### config.mk
export PLATFORM = sky130hd
export DESIGN_NAME = fpu_issue_ctrl_flat
export DESIGN_NICKNAME = d
export VERILOG_FILES = /design/src/rtl/fpu_issue_ctrl_if.sv /design/src/rtl/fpu_issue_ctrl.sv /design/src/flat_wrapper.sv
export SDC_FILE = /design/constraint.sdc
export NUM_CORES = 1
export LEC_CHECK = 0
export ABC_AREA = 1
export CAP_MARGIN = 10
export CORE_MARGIN = 10
export CORE_UTILIZATION = 40
export CTS_BUF_LIST = sky130_fd_sc_hd__clkbuf_8
export DETAILED_ROUTE_END_ITERATION = 8
export PLACE_DENSITY = 0.79
export SYNTH_ARGS = -nofsm -noshare
export SYNTH_HDL_FRONTEND = slang
export SYNTH_SLANG_ARGS = --single-unit
### constraint.sdc
create_clock -name clk -period 2.5 [get_ports clk]
set_clock_uncertainty 0.15 [all_clocks]
set_input_delay 0.375 -clock clk [delete_from_list [all_inputs] [get_ports clk]]
set_output_delay 0.375 -clock clk [all_outputs]
set_load 0.05 [all_outputs]
### src/rtl/fpu_issue_ctrl_if.sv
// Decode-side request, FPU launch, writeback and hazard-query signals of the FP issue controller.
// The master modport is the decode stage; the slave modport is the controller itself.
interface fpu_issue_ctrl_if;
  logic        req_valid;
  logic [1:0]  req_op;
  logic [4:0]  req_fs;
  logic [4:0]  req_ft;
  logic [4:0]  req_fd;
  logic        flush;
  logic [4:0]  chk_addr;
  logic        req_ready;
  logic        stall;
  logic        fpu_start;
  logic [1:0]  fpu_op;
  logic [4:0]  fpu_fs;
  logic [4:0]  fpu_ft;
  logic [4:0]  fpu_fd;
  logic        wb_valid;
  logic [4:0]  wb_fd;
  logic        chk_hazard;
  logic        busy;
  logic [15:0] stall_cnt;

  modport master (
    output req_valid, req_op, req_fs, req_ft, req_fd, flush, chk_addr,
    input  req_ready, stall, fpu_start, fpu_op, fpu_fs, fpu_ft, fpu_fd,
           wb_valid, wb_fd, chk_hazard, busy, stall_cnt
  );

  modport slave (
    input  req_valid, req_op, req_fs, req_ft, req_fd, flush, chk_addr,
    output req_ready, stall, fpu_start, fpu_op, fpu_fs, fpu_ft, fpu_fd,
           wb_valid, wb_fd, chk_hazard, busy, stall_cnt
  );
endinterface

### src/rtl/fpu_issue_ctrl.sv
// Issue controller for the non-pipelined FPU: accepts one FP op at a time, times its
// latency with a down-counter, strobes writeback and answers RAW queries on the in-flight fd.
module fpu_issue_ctrl #(
  parameter int LAT_ADD = 3,
  parameter int LAT_MUL = 5,
  parameter int LAT_DIV = 12
) (
  input  logic              clk,
  input  logic              rst,
  fpu_issue_ctrl_if.slave   bus
);

  localparam int LAT_MAX = (LAT_ADD > LAT_MUL) ? ((LAT_ADD > LAT_DIV) ? LAT_ADD : LAT_DIV)
                                               : ((LAT_MUL > LAT_DIV) ? LAT_MUL : LAT_DIV);
  localparam int CW = $clog2(LAT_MAX) + 1;

  typedef enum logic [1:0] {IDLE, RUN, WB} state_t;

  state_t         state_q, state_d;
  logic [CW-1:0]  cnt_q, cnt_d;
  logic           start_q;
  logic [1:0]     op_q;
  logic [4:0]     fs_q, ft_q, fd_q;
  logic [15:0]    stall_cnt_q;
  logic           ready;
  logic           accept;

  function automatic logic [CW-1:0] lat_of(input logic [1:0] op);
    case (op)
      2'b10:   lat_of = CW'(LAT_MUL - 1);
      2'b11:   lat_of = CW'(LAT_DIV - 1);
      default: lat_of = CW'(LAT_ADD - 1);
    endcase
  endfunction

  // In WB a new op may only issue if it does not read the result being written this cycle.
  always_comb begin
    ready = 1'b0;
    case (state_q)
      IDLE:    ready = ~bus.flush;
      WB:      ready = ~bus.flush & (bus.req_fs != fd_q) & (bus.req_ft != fd_q);
      default: ready = 1'b0;
    endcase
    if (rst) ready = 1'b0;
  end

  assign accept = bus.req_valid & ready;

  always_comb begin
    state_d = state_q;
    cnt_d   = cnt_q;
    case (state_q)
      IDLE: begin
        if (accept) begin
          state_d = RUN;
          cnt_d   = lat_of(bus.req_op);
        end
      end
      RUN: begin
        if (bus.flush)          state_d = IDLE;
        else if (cnt_q != '0)   cnt_d   = cnt_q - 1'b1;
        else                    state_d = WB;
      end
      WB: begin
        if (accept) begin
          state_d = RUN;
          cnt_d   = lat_of(bus.req_op);
        end else begin
          state_d = IDLE;
        end
      end
      default: state_d = IDLE;
    endcase
  end

  always_ff @(posedge clk or posedge rst) begin
    if (rst) begin
      state_q <= IDLE;
      cnt_q   <= '0;
      start_q <= 1'b0;
    end else begin
      state_q <= state_d;
      cnt_q   <= cnt_d;
      start_q <= accept;
    end
  end

  always_ff @(posedge clk or posedge rst) begin
    if (rst) begin
      op_q <= '0;
      fs_q <= '0;
      ft_q <= '0;
      fd_q <= '0;
    end else if (accept) begin
      op_q <= bus.req_op;
      fs_q <= bus.req_fs;
      ft_q <= bus.req_ft;
      fd_q <= bus.req_fd;
    end
  end

  always_ff @(posedge clk or posedge rst) begin
    if (rst)                                         stall_cnt_q <= '0;
    else if (bus.stall && stall_cnt_q != 16'hFFFF)   stall_cnt_q <= stall_cnt_q + 16'd1;
  end

  assign bus.req_ready  = ready;
  assign bus.stall      = bus.req_valid & ~ready;
  assign bus.fpu_start  = start_q;
  assign bus.fpu_op     = op_q;
  assign bus.fpu_fs     = fs_q;
  assign bus.fpu_ft     = ft_q;
  assign bus.fpu_fd     = fd_q;
  assign bus.wb_valid   = (state_q == WB);
  assign bus.wb_fd      = fd_q;
  assign bus.chk_hazard = (state_q != IDLE) & (bus.chk_addr == fd_q);
  assign bus.busy       = (state_q != IDLE);
  assign bus.stall_cnt  = stall_cnt_q;

endmodule

### src/flat_wrapper.sv
// flat-port wrapper written by rule: the top's interface ports become plain ports
module fpu_issue_ctrl_flat 
#(
  parameter int LAT_ADD = 3,
  parameter int LAT_MUL = 5,
  parameter int LAT_DIV = 12
)
  (clk, rst, bus_req_valid, bus_req_op, bus_req_fs, bus_req_ft, bus_req_fd, bus_flush, bus_chk_addr, bus_req_ready, bus_stall, bus_fpu_start, bus_fpu_op, bus_fpu_fs, bus_fpu_ft, bus_fpu_fd, bus_wb_valid, bus_wb_fd, bus_chk_hazard, bus_busy, bus_stall_cnt);
  fpu_issue_ctrl_if bus_i ();
  input  logic clk;
  input  logic rst;
  input wire logic [$bits(bus_i.req_valid)-1:0] bus_req_valid;
  input wire logic [$bits(bus_i.req_op)-1:0] bus_req_op;
  input wire logic [$bits(bus_i.req_fs)-1:0] bus_req_fs;
  input wire logic [$bits(bus_i.req_ft)-1:0] bus_req_ft;
  input wire logic [$bits(bus_i.req_fd)-1:0] bus_req_fd;
  input wire logic [$bits(bus_i.flush)-1:0] bus_flush;
  input wire logic [$bits(bus_i.chk_addr)-1:0] bus_chk_addr;
  output wire logic [$bits(bus_i.req_ready)-1:0] bus_req_ready;
  output wire logic [$bits(bus_i.stall)-1:0] bus_stall;
  output wire logic [$bits(bus_i.fpu_start)-1:0] bus_fpu_start;
  output wire logic [$bits(bus_i.fpu_op)-1:0] bus_fpu_op;
  output wire logic [$bits(bus_i.fpu_fs)-1:0] bus_fpu_fs;
  output wire logic [$bits(bus_i.fpu_ft)-1:0] bus_fpu_ft;
  output wire logic [$bits(bus_i.fpu_fd)-1:0] bus_fpu_fd;
  output wire logic [$bits(bus_i.wb_valid)-1:0] bus_wb_valid;
  output wire logic [$bits(bus_i.wb_fd)-1:0] bus_wb_fd;
  output wire logic [$bits(bus_i.chk_hazard)-1:0] bus_chk_hazard;
  output wire logic [$bits(bus_i.busy)-1:0] bus_busy;
  output wire logic [$bits(bus_i.stall_cnt)-1:0] bus_stall_cnt;
  assign bus_i.req_valid = bus_req_valid;
  assign bus_i.req_op = bus_req_op;
  assign bus_i.req_fs = bus_req_fs;
  assign bus_i.req_ft = bus_req_ft;
  assign bus_i.req_fd = bus_req_fd;
  assign bus_i.flush = bus_flush;
  assign bus_i.chk_addr = bus_chk_addr;
  assign bus_req_ready = bus_i.req_ready;
  assign bus_stall = bus_i.stall;
  assign bus_fpu_start = bus_i.fpu_start;
  assign bus_fpu_op = bus_i.fpu_op;
  assign bus_fpu_fs = bus_i.fpu_fs;
  assign bus_fpu_ft = bus_i.fpu_ft;
  assign bus_fpu_fd = bus_i.fpu_fd;
  assign bus_wb_valid = bus_i.wb_valid;
  assign bus_wb_fd = bus_i.wb_fd;
  assign bus_chk_hazard = bus_i.chk_hazard;
  assign bus_busy = bus_i.busy;
  assign bus_stall_cnt = bus_i.stall_cnt;
  fpu_issue_ctrl #(.LAT_ADD(LAT_ADD), .LAT_MUL(LAT_MUL), .LAT_DIV(LAT_DIV)) u_core (.clk(clk), .rst(rst), .bus(bus_i));
endmodule
==> run summary, run 1 <==
Placed instance area: 3161 µm²
Slew at the pin closest to its max-slew limit: 0.5390 ns
Syn nets: 343
Syn Std Cell Area: 2390 µm²
# rows: 28
Mux share of post-synthesis cell area: 0%
Die extent in y: 97.30 µm
Min cycle time layout: 2.420 ns
Synth top area cells: dfrtp_1 43%, nand2_1 19%, xnor2_1 4.8%, nand4_1 4.7%, nor2_1 3.6%
TritonCTS clock tree: done
Number of enable flip-flop cells after synthesis: 0
Main combinational cell family by area after synthesis: simple AND/OR/NAND/NOR gates
Port Buf Inserts: 69
Die W: 97.30 µm
Final TNS setup: 0 ns
Crit Path Category: reg -> out
Post-Route Utilization: 56.01%
Clock net sink count: 41
Number of global-route vias before repair: 2,206
Clock network fraction of total power: 18.4%
Number of CTS-inserted buffers: 5
Die area: 9466 µm²
Drt wl/cell: 14.35 µm
Share of layout cells above drive strength 1: 8.377%
Most frequent cells in the layout: 124 x nand2_1, 66 x clkdlybuf4s50_1, 41 x dfrtp_1
Global-route wire length before repair: 10.88 mm
# nets final: 410
Outcome: finished, final reports clean
Switching Share: 44.94%
Hpwl dp: 5.073 mm
Internal Pwr Total: 1.634 mW
GR peak layer: met2
Vias per std cell: 4.862
Avg Cell Area, Syn: 7.611 µm²
Yosys cell types: 27
GRT Total Usage: 13.56%
Comb power frac: 48.0%
Synth top area share: 42.93%
M2 GR Usage: 23.41%
Synthesis-stage register bit count: 41
Reg2Reg Depth: 9
Asr flop ratio synth: 100.0%
Crit path required time: 1.98 ns
Post-Layout Inst Area: 3277 µm²
Hold Crit Endpoint: u_core.state_q[1]
Post-Synthesis Cells: 314
Via count: 2,222
Reg2reg start: u_core.bus.stall_cnt[0]
Cell taking the most area after synthesis: dfrtp_1
Hold Crit Depth: 1
Post-synthesis adder-cell area fraction: 1.571%
Area growth from synthesis to layout: 37.12%
H-Tree Depth: 2
HP Start: u_core.state_q[1]
Most common cell after layout, fill and taps aside: nand2_1
Simple-Gate Fraction of Synth Area: 36.28%
Iteration-0 DRC Markers: 155
Yosys warning total: 0
PostCTS Resize Cnt: 0
P_leak: 1.605 nW
Worst EP arrival: 1.89 ns
Fin crit share: 96.79%
# DRC: 0
Detail Route Antenna Nets: 0
First-pass DRT Iterations: 4
Synth Flop Type: dfrtp_1
Largest net degree at the start of global routing: 42
Reg clk slew, reported paths: 0.08 ns
RR Endpoint: u_core.bus.stall_cnt[5]
Maximum VDD drop: 0.5244 mV
Slew Viols, Final: 0
Crit path buf inv count: 2
Final setup violation count: 0
Met1 usage: 15.98%
Core footprint: 5851 µm²
Fmax: 0.4133 GHz
RSZ-0062 raised after global routing: no
Synth Area in Compound Gates: 3.403%
Worst path max stage delay: 0.84 ns
Hold Vio Cnt, Final: 0
Max-Slew Margin vs Limit: 63.96%
Reg power frac: 33.6%
IO Count: 70
Skew-Pair Late Insertion Delay: 0.29 ns
Clk buf depth: 2
Initial Util: 40.85%
Crit Path Max Fanout: 8
Net switching power: 1.334 mW
Hold Buf Count CTS: 0
Seq/Total Area, Yosys: 42.93%
Post-CTS Setup Bufs: 0
CP cell instances: inv_1 -> nand2_1 -> clkdlybuf4s50_1
R2r setup slk: 0.36 ns
Largest delay share family, worst path: buffers and inverters
Initial antenna violation count: 0
Global-route track usage on met3: 2.418%
Routed wire length: 6.560 mm
Root buf cell: clkbuf_8
CP max-delay cell: clkdlybuf4s50_1
Crit start category: register
Crit. End Element: output pin
Total congestion overflow: 0
Inserted Diodes: 0
Area share of xor/xnor cells in the synthesized design: 7.330%
Max-cap viol count: 0
HP Class: reg -> reg
GPL Wtd Cong: 0.8847
PD cells: 905.9 nW/µm²
worst max-delay path by stage:
stage	depth (start not counted)	startpoint	to
2_1_floorplan	10	u_core.bus.fpu_fd[2]	bus_stall
6_report	3	u_core.state_q[0]	bus_busy
3_3_place_gp	12	bus_req_ft[2]	bus_stall
5_1_grt	3	u_core.state_q[0]	bus_busy
4_1_cts	3	u_core.state_q[0]	bus_busy
3_5_place_dp	12	bus_req_ft[3]	bus_stall
cells in the mapped netlist, types with 6 or more instances:
library cell,count
nand4_1,18
buf_4,6
nand3_1,14
xnor2_1,13
inv_1,22
o21ai_1,7
nand2_1,124
nor2_1,23
inv_2,6
dfrtp_1,41
buf_2,6
xor2_1,7
layer usage:
layer | wire length (µm) | up-vias
li1 | - | 1124
met1 | 2823 | 1042
met2 | 3366 | 43
met3 | 217 | 13
met4 | 153 | 0
met5 | 0 | -
sequential cells by signal, indices dropped and copies added (netlist names):
| name | count |
|---|---|
| u_core.bus.fpu_fd | 5 |
| u_core.bus.fpu_fs | 5 |
| u_core.bus.fpu_ft | 5 |
| u_core.bus.fpu_op | 2 |
| u_core.bus.fpu_start | 1 |
| u_core.bus.stall_cnt | 16 |
| u_core.cnt_q | 5 |
| u_core.state_q | 2 |
cell families (layout without fill, tap and decap cells):
logic type,after synthesis,in the layout
AOI/OAI and AO/OA,15,15
and+or+nand+nor,193,193
adders and majority gates,3,3
buffers and inverters,42,110
xor gates and xnor gates,20,20
DFF,41,41
power groups by stage:
stage	clock network (mW)	registers (mW)	logic (mW)
final	0.546	0.997	1.43
after global routing	0.588	1.02	1.53
after CTS	0.559	0.996	1.44
after detailed placement	0	1.01	1.44
after global placement	0	0.999	1.40
after floorplan	0	1.37	0.598
cell type report:
cell class | count | area [µm²]
clock inverters | 2 | 33.78
multi-input cells | 231 | 1177
flip-flops and latches | 41 | 1026
fillers | 546 | 2574
well taps | 75 | 93.84
inverters | 28 | 105.1
repair buffers | 74 | 758.2
clock buffers | 6 | 82.58
per-stage QoR:
step                hold WS [ns]  setup slack [ns]  total power [mW]  instances
global route              0.3473          0.004089             3.141        457
detailed placement        0.3132            0.1374             2.443        449
global placement          0.2993            0.1591             2.403        449
floorplan                 0.2816           0.04927             1.969        314
CTS                       0.3245           0.07724             2.996        457
finish                    0.3218           0.08019             2.968        457
Note: power is estimated with default switching activity, not from simulation.
==> run 2, diff against run 1 <==
- MAX_ROUTING_LAYER: default -> met4
- RECOVER_POWER: default -> 25
==> run 2 against run 1 <==
Critical endpoint is now bus_stall. Global-route usage up 0.14 points. Critical path depth increased by 9. Worst setup slack better by 0.068 ns. Worst hold slack better by 0.0054 ns. Power shrank 4.9%. Die area unchanged. Non-clock buffer count is the same. Largest power group unchanged.
==> run summary, run 2 (synthesis gave the netlist of run 1 again) <==
Outcome: finished, final reports clean
Area growth from synthesis to layout: 35.71%
Min cycle time layout: 2.352 ns (-0.06756 ns)
Vias per std cell: 4.818 (-0.90%)
Routed wire length: 6.383 mm (-2.7%)
Most common cell after layout, fill and taps aside: nand2_1
Reg2reg start: u_core.bus.stall_cnt[0]
Crit path required time: 1.98 ns (about the same)
Iteration-0 DRC Markers: 117 (-25%)
IO Count: 70 (unchanged)
# nets final: 410 (unchanged)
Largest delay share family, worst path: buffers and inverters
Final TNS setup: 0 ns (unchanged)
Global-route wire length before repair: 10.64 mm (-2.2%)
Core footprint: 5851 µm² (unchanged)
Crit Path Max Fanout: 2 (-6)
PostCTS Resize Cnt: 0 (unchanged)
Post-CTS Setup Bufs: 0 (unchanged)
Reg2Reg Depth: 9 (unchanged)
M1 WL: 2.854 mm (+1.1%)
Hold Buf Count CTS: 0 (unchanged)
Comb power frac: 50.0% (+2.0 points)
Fin crit share: 94.09% (-2.7 points)
Hpwl dp: 4.910 mm (-3.2%)
Crit. End Element: output pin
Hold Vio Cnt, Final: 0 (unchanged)
Clock net sink count: 41 (unchanged)
Worst path max stage delay: 0.48 ns (-0.36 ns)
GRT Total Usage: 13.70% (+0.14 points)
Skew-Pair Late Insertion Delay: 0.29 ns (about the same)
Detail Route Antenna Nets: 0 (unchanged)
Total congestion overflow: 0 (unchanged)
Largest register FFs: 16 (unchanged)
Die area: 9466 µm² (unchanged)
P_leak: 1.607 nW (about the same)
Port Buf Inserts: 69 (unchanged)
Crit path buf inv count: 4 (+2)
Beginning of the critical path: bus_req_ft[2]
Max-Slew Margin vs Limit: 31.55% (-32 points)
H-Tree Depth: 2 (unchanged)
# DRC: 0 (unchanged)
Post-Layout Cell Count: 457 (unchanged)
Fmax: 0.4251 GHz (+2.9%)
Stages on worst setup path: 12 (+9)
Number of CTS-inserted buffers: 5 (unchanged)
Met3 WL post-DR: 199 µm (-8.3%)
Share of layout cells above drive strength 1: 8.377% (unchanged)
Slew Viols, Final: 0 (unchanged)
Net switching power: 1.325 mW (-0.65%)
Dpl cells: 449 (unchanged)
Internal Pwr Total: 1.498 mW (-8.3%)
Switching Share: 46.94% (+2.0 points)
Final setup violation count: 0 (unchanged)
Via count: 2,202 (-0.90%)
Number of global-route vias before repair: 2,155 (-2.3%)
Die extent in y: 97.30 µm (unchanged)
Clk buf depth: 2 (unchanged)
HP Class: reg -> reg
Reg clk slew, reported paths: 0.08 ns (about the same)
Largest net degree at the start of global routing: 42 (unchanged)
R2r setup slk: 0.36 ns (about the same)
Clock network fraction of total power: 14.8% (-3.6 points)
Initial antenna violation count: 0 (unchanged)
Max Used Layer: met4
RSZ-0062 raised after global routing: no
First-pass DRT Iterations: 4 (unchanged)
Hold Crit Depth: 1 (unchanged)
GPL Wtd Cong: 0.8951 (+1.2%)
Inserted Diodes: 0 (unchanged)
CP cell instances: clkdlybuf4s50_1 -> inv_1 -> nand2_1 -> nand2_1 -> nor2_1 -> nand3_1 -> nand3_2 -> nand2_2 -> nand2_4 -> inv_1 -> nor2_4 -> buf_12
Crit start category: input pin
Crit Path Category: in -> out
Post-Route Utilization: 55.43% (-0.58 points)
CP max-delay cell: clkdlybuf4s50_1
Root buf cell: clkbuf_8
Die W: 97.30 µm (unchanged)
Crit path capture: bus_stall
# rows: 28 (unchanged)
Total power: 2.824 mW (-4.9%)
Worst EP arrival: 1.83 ns (-0.06 ns)
TritonCTS clock tree: done
Drt wl/cell: 13.97 µm (-2.7%)
Most frequent cells in the layout: 124 x nand2_1, 64 x clkdlybuf4s50_1, 41 x dfrtp_1
Reg power frac: 35.2% (+1.6 points)
Slew at the pin closest to its max-slew limit: 1.027 ns (+0.4877 ns)
Max-cap viol count: 0 (unchanged)
PD cells: 870.7 nW/µm² (-3.9%)
RR Endpoint: u_core.bus.stall_cnt[9]
Metal2 WL: 3.228 mm (-4.1%)
Maximum VDD drop: 0.5468 mV (+4.3%)
Initial Util: 40.85% (unchanged)
## run 2: cell types whose count changed in the layout (fill, tap and decap cells not counted), sizes merged
cell and delta:
buf -1, bufinv -1, clkinv +2, dlygate4sd3 +1, clkdlybuf4s50 -2, dlymetal6s2s +1
## run 2: worst register-to-register path, stage by stage (launching register included)
cell     delay, ns
dfrtp_1       0.51
ha_1          0.29
nand3_1       0.17
inv_2         0.11
nand3_2       0.10
inv_2         0.08
nand4_4       0.23
nand3_4       0.30
nand2_1       0.09
nand2_1       0.06
## run 2: power groups by stage
stage | registers [mW] | clock network [mW] | logic [mW]
after floorplan | 1.37 | 0 | 0.598
after global placement | 0.998 | 0 | 1.41
after CTS | 0.996 | 0.431 | 1.43
final | 0.994 | 0.417 | 1.41
after global routing | 1.02 | 0.455 | 1.52
after detailed placement | 1.01 | 0 | 1.43
## run 2: how the worst min path moves through the flow
stage                                  from                 to  slack [ns]
after floorplan           u_core.state_q[1]  u_core.state_q[1]        0.28
after global placement    u_core.state_q[1]  u_core.state_q[1]        0.30
after detailed placement  u_core.state_q[1]  u_core.state_q[1]        0.31
after CTS                 u_core.state_q[1]  u_core.state_q[1]        0.33
after global routing      u_core.state_q[1]  u_core.state_q[1]        0.34
final                     u_core.state_q[1]  u_core.state_q[1]        0.33
## run 2: final cells by class
class	count	area [µm²]
flip-flops and latches	41	1026
repair buffers	74	758.2
well taps	75	93.84
clock buffers	5	68.82
multi-input cells	231	1177
clock inverters	3	13.76
fillers	532	2608
inverters	28	105.1
## run 2: layer usage
metal / track usage [%] / vias up
met3: 1.778 / 6
met4: 4.474 / 0
li1: - / 1135
met1: 16.97 / 1013
met2: 22.53 / 48
met5: - / -
## run 2: through the flow
stage | setup WS [ns] | cell area, µm² | hold slack [ns]
floorplan | 0.04927 | 2406 | 0.2816
global placement | 0.1483 | 3161 | 0.3001
detailed placement | 0.1330 | 3161 | 0.3141
CTS | 0.08498 | 3243 | 0.3258
global route | 0.02020 | 3243 | 0.3406
finish | 0.1477 | 3243 | 0.3272
